==> src/rtl/key_debounce_if.sv <==
// key_debounce_if: button-side signal bundle for one debounced key.
//   key_in      raw active-low pad level (into the debouncer)
//   key_out     debounced active-low level (to the key counter)
//   key_press   one-cycle pulse on accepted press
//   key_release one-cycle pulse on accepted release
//   long_press  one-cycle pulse once per long hold
// master: pad / stimulus side.  slave: the debouncer itself.
interface key_debounce_if;
  logic key_in;
  logic key_out;
  logic key_press;
  logic key_release;
  logic long_press;

  modport master (
    output key_in,
    input  key_out,
    input  key_press,
    input  key_release,
    input  long_press
  );

  modport slave (
    input  key_in,
    output key_out,
    output key_press,
    output key_release,
    output long_press
  );
endinterface

==> src/rtl/key_debounce.sv <==
// key_debounce: synchronises a bouncy active-low button pin and filters it
// with a counter-qualified FSM, producing a clean level plus press, release
// and long-press pulses.
// Ports:
//   clk  system clock, rising edge
//   rst  synchronous active-high reset
//   bus  key_debounce_if.slave (key_in in; key_out, key_press,
//        key_release, long_press out, all registered)
//
// state        | meaning
// IDLE         | released, key_out = 1
// PRESS_WAIT   | low seen, qualifying press with cnt
// DOWN         | press accepted, key_out = 0, hold counting
// RELEASE_WAIT | high seen, qualifying release with cnt, key_out = 0
module key_debounce #(
  parameter int DEB_CYCLES  = 1_000_000,
  parameter int LONG_CYCLES = 50_000_000,
  parameter int CNT_W       = 26
) (
  input  logic          clk,
  input  logic          rst,
  key_debounce_if.slave bus
);

  typedef enum logic [1:0] {
    IDLE         = 2'd0,
    PRESS_WAIT   = 2'd1,
    DOWN         = 2'd2,
    RELEASE_WAIT = 2'd3
  } state_t;

  localparam logic [CNT_W-1:0] DEB_LAST  = CNT_W'(DEB_CYCLES - 1);
  localparam logic [CNT_W-1:0] LONG_LAST = CNT_W'(LONG_CYCLES - 1);
  localparam logic [CNT_W-1:0] LONG_MAX  = CNT_W'(LONG_CYCLES);

  logic             s1, s2;
  state_t           state, state_nxt;
  logic [CNT_W-1:0] cnt, cnt_nxt;
  logic [CNT_W-1:0] hold, hold_nxt;
  logic             key_out_r, key_out_nxt;
  logic             press_r, press_nxt;
  logic             release_r, release_nxt;
  logic             long_r, long_nxt;
  logic             hold_run;

  always_ff @(posedge clk) begin
    if (rst) begin
      s1 <= 1'b1;
      s2 <= 1'b1;
    end else begin
      s1 <= bus.key_in;
      s2 <= s1;
    end
  end

  always_ff @(posedge clk) begin
    if (rst) begin
      state     <= IDLE;
      cnt       <= '0;
      hold      <= '0;
      key_out_r <= 1'b1;
      press_r   <= 1'b0;
      release_r <= 1'b0;
      long_r    <= 1'b0;
    end else begin
      state     <= state_nxt;
      cnt       <= cnt_nxt;
      hold      <= hold_nxt;
      key_out_r <= key_out_nxt;
      press_r   <= press_nxt;
      release_r <= release_nxt;
      long_r    <= long_nxt;
    end
  end

  always_comb begin
    state_nxt   = state;
    cnt_nxt     = cnt;
    hold_nxt    = hold;
    key_out_nxt = key_out_r;
    press_nxt   = 1'b0;
    release_nxt = 1'b0;
    long_nxt    = 1'b0;
    hold_run    = 1'b0;

    case (state)
      IDLE: begin
        key_out_nxt = 1'b1;
        if (!s2) begin
          state_nxt = PRESS_WAIT;
          cnt_nxt   = '0;
        end
      end
      PRESS_WAIT: begin
        if (s2) begin
          state_nxt = IDLE;
        end else if (cnt == DEB_LAST) begin
          state_nxt   = DOWN;
          key_out_nxt = 1'b0;
          press_nxt   = 1'b1;
          hold_nxt    = '0;
        end else begin
          cnt_nxt = cnt + 1'b1;
        end
      end
      DOWN: begin
        key_out_nxt = 1'b0;
        hold_run    = 1'b1;
        if (s2) begin
          state_nxt = RELEASE_WAIT;
          cnt_nxt   = '0;
        end
      end
      RELEASE_WAIT: begin
        if (!s2) begin
          state_nxt = DOWN;
          hold_run  = 1'b1;
        end else if (cnt == DEB_LAST) begin
          state_nxt   = IDLE;
          key_out_nxt = 1'b1;
          release_nxt = 1'b1;
        end else begin
          cnt_nxt  = cnt + 1'b1;
          hold_run = 1'b1;
        end
      end
      default: begin
        state_nxt   = IDLE;
        key_out_nxt = 1'b1;
      end
    endcase

    // The key is still accepted-pressed while a release is being qualified,
    // so hold keeps running there; a bounce back to DOWN neither clears nor
    // delays it. Saturation at LONG_CYCLES makes the pulse fire only once.
    if (hold_run) begin
      if (hold != LONG_MAX) hold_nxt = hold + 1'b1;
      if (hold == LONG_LAST) long_nxt = 1'b1;
    end
  end

  assign bus.key_out     = key_out_r;
  assign bus.key_press   = press_r;
  assign bus.key_release = release_r;
  assign bus.long_press  = long_r;

endmodule
==> src/flat_wrapper.sv <==
// flat-port wrapper written by rule: the top's interface ports become plain ports
module key_debounce_flat 
#(
  parameter int DEB_CYCLES  = 1_000_000,
  parameter int LONG_CYCLES = 50_000_000,
  parameter int CNT_W       = 26
)
  (clk, rst, bus_key_in, bus_key_out, bus_key_press, bus_key_release, bus_long_press);
  key_debounce_if bus_i ();
  input  logic clk;
  input  logic rst;
  input wire logic [$bits(bus_i.key_in)-1:0] bus_key_in;
  output wire logic [$bits(bus_i.key_out)-1:0] bus_key_out;
  output wire logic [$bits(bus_i.key_press)-1:0] bus_key_press;
  output wire logic [$bits(bus_i.key_release)-1:0] bus_key_release;
  output wire logic [$bits(bus_i.long_press)-1:0] bus_long_press;
  assign bus_i.key_in = bus_key_in;
  assign bus_key_out = bus_i.key_out;
  assign bus_key_press = bus_i.key_press;
  assign bus_key_release = bus_i.key_release;
  assign bus_long_press = bus_i.long_press;
  key_debounce #(.DEB_CYCLES(DEB_CYCLES), .LONG_CYCLES(LONG_CYCLES), .CNT_W(CNT_W)) u_core (.clk(clk), .rst(rst), .bus(bus_i));
endmodule
==> config.mk <==
export PLATFORM = sky130hd
export DESIGN_NAME = key_debounce_flat
export DESIGN_NICKNAME = d
export VERILOG_FILES = /design/src/rtl/key_debounce_if.sv /design/src/rtl/key_debounce.sv /design/src/flat_wrapper.sv
export SDC_FILE = /design/constraint.sdc
export NUM_CORES = 1
export LEC_CHECK = 0
export ABC_AREA = 0
export CELL_PAD_IN_SITES_DETAIL_PLACEMENT = 0
export CELL_PAD_IN_SITES_GLOBAL_PLACEMENT = 1
export CORE_MARGIN = 1.5
export CORE_UTILIZATION = 30
export CTS_CLUSTER_DIAMETER = 100
export DETAILED_ROUTE_END_ITERATION = 10
export PLACE_DENSITY_LB_ADDON = 0.3
export RECOVER_POWER = 50
export SKIP_CTS_REPAIR_TIMING = 1
export SYNTH_ARGS = -nofsm -noshare
export SYNTH_HDL_FRONTEND = slang
export SYNTH_SLANG_ARGS = --single-unit
==> constraint.sdc <==
create_clock -name clk -period 2.1 [get_ports clk]
set_clock_uncertainty 0.1 [all_clocks]
set_input_delay 0.42 -clock clk [delete_from_list [all_inputs] [get_ports clk]]
set_output_delay 0.42 -clock clk [all_outputs]
set_load 0.05 [all_outputs]
# Word level (Yosys, flattened, before mapping)
# Index checks and enable logic that the tools add are counted.
[word_totals] reg_bits=60 in_bits=3 output_inout_bits=4 wordCells=64
[op_classes] add_sub_neg=2 n_eq_ne=14 mux=28 n_bitwise=4 n_reduce_logical=7
[ops] cell="2-to-1 mux 26 bit" n=10
[ops] cell="one-hot mux 26 bit (4 select lines)" n=1
[ops] cell="adder 26 x 1 -> 26 bit (second input constant)" n=2
[ops] cell="equality test 26 x 20 -> 1 bit (second input constant)" n=1
[ops] cell="equality test 26 bit (second input constant)" n=1
[ops] cell="inequality test 26 bit (second input constant)" n=1
[ops] cell="2-to-1 mux 2 bit" n=6
[ops] cell="AND reduction 4 bit" n=3
[ops] cell="2-to-1 mux 1 bit" n=8
[ops] cell="inequality test 2 x 1 -> 1 bit (second input constant)" n=4
[ops] cell="one-hot mux 2 bit (4 select lines)" n=1
[ops] cell="OR reduction 3 bit" n=2
[ops] cell="equality test 2 bit (second input constant)" n=2
[ops] cell="inequality test 2 bit (second input constant)" n=2
[ops] cell="inverter 1 bit" n=4
[ops] cell="one-hot mux 1 bit (4 select lines)" n=1
[ops] cell="inequality test 3 x 1 -> 1 bit (second input constant)" n=1
[ops] cell="inequality test 3 bit (second input constant)" n=1
[ops] cell="equality test 2 x 1 -> 1 bit (second input constant)" n=1
[ops] cell="zero test 2 bit" n=1
[ops] cell="one-hot mux 1 bit (2 select lines)" n=1
[ops] cell="OR reduction 2 bit" n=1

# Depth between registers and ports, before layout
# Gate-level depths: netlist (run 1).
[logic_depth] word_depth=6 mapped_depth=9 ltp_nobuf=8

# Least setup slack after synthesis (run 1)
# OpenSTA, ideal clock, no wires.
[synth_timing] kind="reg2reg" start="register u_core.state[0]" end="register u_core.cnt[25]" setup_ns=0.059 arrival_time_ns=2.110 required_ns=1.941 setup_slack_ns=-0.169 stages_incl_launch_ff=9 n_path_buf=1 synth_period_minus_slack_ns=2.269 cell_sequence="dfxtp_1 inv_1 ha_1 nor2_1 a21oi_1 or4_1 buf_2 or4_1 nand2_1"
[synth_between] elab_chain_cells=3 elab_cells_between_ends=10 cone_classes="eq/ne: 7; mux: 1; reduce/logical: 2"
[synth_rtl] element="start: declaration" line="key_debounce.sv:37" text="state_t state, state_nxt;"
[synth_rtl] element="start signal: assignment" line="key_debounce.sv:66" text="state <= state_nxt;"
[synth_rtl] element="equality test 2 bit, or another cell as far along" line="key_debounce.sv:86" text="case (state)"
[synth_rtl] element="inequality test 2 x 1 -> 1 bit (no source line) or inequality test 2 bit (tied branches)"
[synth_rtl] element="AND reduction 4 bit (no source line)"
[synth_rtl] element="end signal: assignment" line="key_debounce.sv:67" text="cnt <= cnt_nxt;"
[synth_rtl] element="end: declaration" line="key_debounce.sv:38" text="logic [CNT_W-1:0] cnt, cnt_nxt;"
# Parallel ways exist; a longest one is shown, timed or not.
# A chain may end at the register's enable or synchronous reset.

# Final worst setup path (run 1)
[layout_timing] start="register u_core.cnt[17]" end="register u_core.hold[10]"
[layout_between] elab_chain_cells=6 elab_cells_between_ends=9 cone_classes="eq/ne: 1; mux: 8"
[layout_rtl] element="equality test 26 x 20 -> 1 bit *" line="key_debounce.sv:97, key_debounce.sv:118"
[layout_rtl] element="2-to-1 mux 26 bit" line="key_debounce.sv:97" text="end else if (cnt == DEB_LAST) begin"
[layout_rtl] element="2-to-1 mux 26 bit" line="key_debounce.sv:95" text="if (s2) begin"
[layout_rtl] element="2-to-1 mux 26 bit" line="key_debounce.sv:86"
[layout_rtl] element="2-to-1 mux 26 bit" line="key_debounce.sv:137" text="if (hold != LONG_MAX) hold_nxt = hold + 1'b1;"
[layout_rtl] element="2-to-1 mux 26 bit *" line="key_debounce.sv:136" text="if (hold_run) begin"
[layout_rtl] element="end signal: assignment" line="key_debounce.sv:68" text="hold <= hold_nxt;"
[layout_rtl] element="end: declaration" line="key_debounce.sv:39" text="logic [CNT_W-1:0] hold, hold_nxt;"
# Mark *: on every way between the ends. The rest lies on a longest branch, timed or not.

==> summary.md, run 1 <==
| Metric | Value |
|---|---|
| Status | `complete, no violations` |
| Final hold slack | `between 0.3 and 0.4 ns` |
| Max-slew headroom | `around two thirds` |
| Wire length per cell | `13.2 um` |
| Average cell area after synthesis | `roughly 8.2 um2` |
| DIE WIDTH | `approximately 100 um` |
| Post-Syn Area | `3040 um2` |
| Area Overhead vs Synth | `33.4%` |
| GPL Wtd Cong | `0.802` |
| Area of the core | `9820 um2` |
| DRC errors left | `0` |
| Unrepaired setup endpoints after global routing | `true` |
| Via count | `2786` |
| R2r worst-path depth | `9` |
| Pin slew with the least headroom to its limit | `0.502 ns` |
| Max VDD drop | `444 uV` |
| CP Cell Sequence | `nor4bb_4, nand3_1, buf_4, o41ai_4, buf_4, buf_12, or2_4, nand3_1, a21oi_1` |
| Largest net degree at the start of global routing | `27` |
| Number of synthesized register bits | `60` |
| Bufs on Longest Clock Path | `2` |
| Seq/Total Area, Yosys | `39.5%` |
| Gate Count Post-Synth | `370` |
| Hold depth | `1` |
| Detail Placement HPWL | `5020 um` |
| Die H | `104 um` |
| Final setup vio count | `0` |
| Initial antenna violation count | `0` |
| # port buffers | `6` |
| Distinct cells, synth | `45` |
| Placed Cells | `roughly 550` |
| Final Util | `41.3%` |
| Final period util | `98.2%` |
| DIE AREA | `around 11000 um2` |
| P_leak | `1.36 nW` |
| Area of the multi-input gates | `1880 um2` |
| Layout Cells excl Fill | `about 570` |
| CP required | `roughly 2.3 ns` |
| GRT Residual Overflow | `0` |
| Global-route wire length before repair | `12000 um` |
| Syn nets | `380` |
| Global Route Usage Sum | `approximately 14%` |
| Max-cap violations | `0` |
| Layout fillers | `between 1000 and 1500` |
| CTS tree | `built` |
| Max Clk Rate | `485 MHz` |
| Crit Path Max Fanout | `13` |
| Antenna Nets Post-Route | `0` |
| Critical path arrival | `2.23 ns` |
| Final Hold Fails | `0` |
| Iteration-0 DRC Markers | `88` |
| Detailed Route WL | `about 7500 um` |
| Top-Level Pins | `7` |
| FP Rows | `36` |
| Root buf cell | `clkbuf_8` |
| CP max-delay cell | `dfxtp_1` |
| Critical Path Max Stage Delay | `0.34 ns` |
| Clock transition at path regs | `0.06 ns` |
| Setup crit start kind | `flip-flop` |
| Crit path time final | `2.06 ns` |
| Clk sinks | `60` |
| Syn. warnings | `0` |
| Worst min path class | `flip-flop to flip-flop` |
| Vias in the first global route | `2486` |
| CP Class | `flip-flop to flip-flop` |
| Register area | `between 1000 and 1500 um2` |
| Detailed Routing Iterations Pass 1 | `4` |
| Share of cells above drive strength 1 | `26.6%` |
| Clk Latency, worst-skew pair | `0.34 ns` |
| Initial Util | `31.0%` |
| Net count, final | `442` |
| N_diodes | `0` |
| Avg Vias per Cell | `4.90` |
| Pwr Density | `725 nW/um2` |
| Htree depth | `3` |
| Max-slew violations | `0` |
| CP endpoint kind | `flip-flop` |
| Post-Route Setup TNS | `0 ns` |
| Cts bufs inserted | `9` |
## layer usage
metal | vias to the layer above | GRT usage, % | share of wire, %
met2 | 27 | 20.0 | 45
met3 | 7 | 3.46 | 2.5
met1 | 1328 | 19.4 | 52
met5 | - | 0 | 0
met4 | 0 | 4.76 | 1.1
li1 | 1424 | - | -
## metrics by stage
| step | worst slack [ns] | power [mW] | cell area, um2 |
|---|---|---|---|
| global route | -0.0979 | 3.11 | 4050 |
| finish | 0.0378 | 2.94 | 4050 |
| CTS | -0.0884 | 2.83 | 3790 |
| floorplan | 0.0169 | 1.63 | 3060 |
| global placement | -0.0140 | 1.90 | 3620 |
| detailed placement | -0.0738 | 1.90 | 3620 |
## cell families after synthesis
| logic type | after synthesis | share of synthesized area [%] |
|---|---|---|
| and+or+nand+nor | 191 | 32.9 |
| AOI/OAI and AO/OA | 46 | 9.43 |
| adders and majority gates | 7 | 2.88 |
| xor gates and xnor gates | 38 | 11.0 |
| DFF | 60 | 39.5 |
| buffers and inverters | 28 | 4.36 |
## final cells by class
class	count	share of cell area (%)
sequential	60	29.9
inverter	12	1.17
timing repair buffer	66	14.3
tap	133	4.10
clock inverter	2	0.247
clock buffer	13	3.92
multi-input combinational	283	46.4
## cells in the mapped netlist, drive strengths merged
cell | instances | share of area (%)
xor2 | 5 | 1.4
nor2b | 1 | 0.21
nor4b | 1 | 0.29
ha | 7 | 2.9
nand2 | 29 | 3.6
and3 | 3 | 0.62
inv | 12 | 1.5
a21boi | 1 | 0.25
o211a | 1 | 0.33
and2b | 1 | 0.29
a211oi | 1 | 0.25
and2 | 3 | 0.62
nand3b | 2 | 0.49
and4 | 3 | 0.95
buf | 8 | 1.9
a311oi | 1 | 0.29
xnor2 | 33 | 9.5
nand3 | 24 | 4.0
o211ai | 2 | 0.49
a22oi | 1 | 0.25
o21bai | 2 | 0.49
nor3 | 13 | 2.1
o41ai | 1 | 0.91
nand4 | 9 | 1.9
dfxtp | 60 | 40
nand2b | 1 | 0.21
o21a | 2 | 0.49
o21ai | 13 | 2.1
nor2 | 54 | 6.7
a21o | 1 | 0.25
nor4 | 16 | 3.3
nand4b | 2 | 0.78
clkbuf | 8 | 0.99
or3 | 9 | 1.9
or4 | 5 | 1.2
or2 | 5 | 1.0
a21oi | 20 | 3.3
nor4bb | 3 | 0.99
nor3b | 6 | 1.5
and4b | 1 | 0.33
## flip-flops by register name, indices dropped and copies added, names as in the netlist, named ones only
register,flops
u_core.cnt,26
u_core.hold,26
u_core.bus.key_out,1
u_core.bus.key_press,1
u_core.bus.key_release,1
u_core.bus.long_press,1
u_core.s1,1
u_core.s2,1
u_core.state,1
## placed cells by master (no fill, tap or decap), types with 3 or more instances in the layout
master	n
a21oi_1	14
a21oi_2	6
and3_1	3
buf_4	54
clkbuf_8	11
clkdlybuf4s50_1	5
dfxtp_1	56
ha_2	4
inv_1	10
nand2_1	29
nand3_1	24
nand4_1	9
nor2_1	53
nor3_1	13
nor3b_1	4
nor4_1	11
nor4_2	4
o21ai_0	10
o21ai_1	3
or2_2	3
or3_1	8
or4_1	3
xnor2_1	33
xor2_1	5
## critical path: cells and delay by family (launching register included)
kind | cells | cell delay (ns)
compound gates | 2 | 0.40
simple gates | 4 | 0.64
buf+inv | 3 | 0.51
flops | 1 | 0.34
## power breakdown
part / internal (mW) / switching, mW / leakage (nW)
Sequential: 1.18 / 0.0321 / 0.486
Clock: 0.483 / 0.429 / 0.0893
Combinational: 0.386 / 0.431 / 0.781
## final timing paths
| kind | from | to | slack, ns |
|---|---|---|---|
| max | u_core.cnt[17]$_SDFFE_PP0P_ | u_core.hold[10]$_SDFF_PP0_ | 0.04 |
| min | u_core.s1$_SDFF_PP1_ | u_core.s2$_SDFF_PP1_ | 0.31 |
| max reg2reg | u_core.cnt[17]$_SDFFE_PP0P_ | u_core.hold[10]$_SDFF_PP0_ | 0.04 |
| min reg2reg | u_core.s1$_SDFF_PP1_ | u_core.s2$_SDFF_PP1_ | 0.31 |
Note: power is estimated with default switching activity, not from simulation.
==> run 2, diff against run 1 <==
Settings changed: CTS_CLUSTER_SIZE from default to 16.
==> results of run 2 <==
Final layout, timing and power as in run 1 (identical DEF).
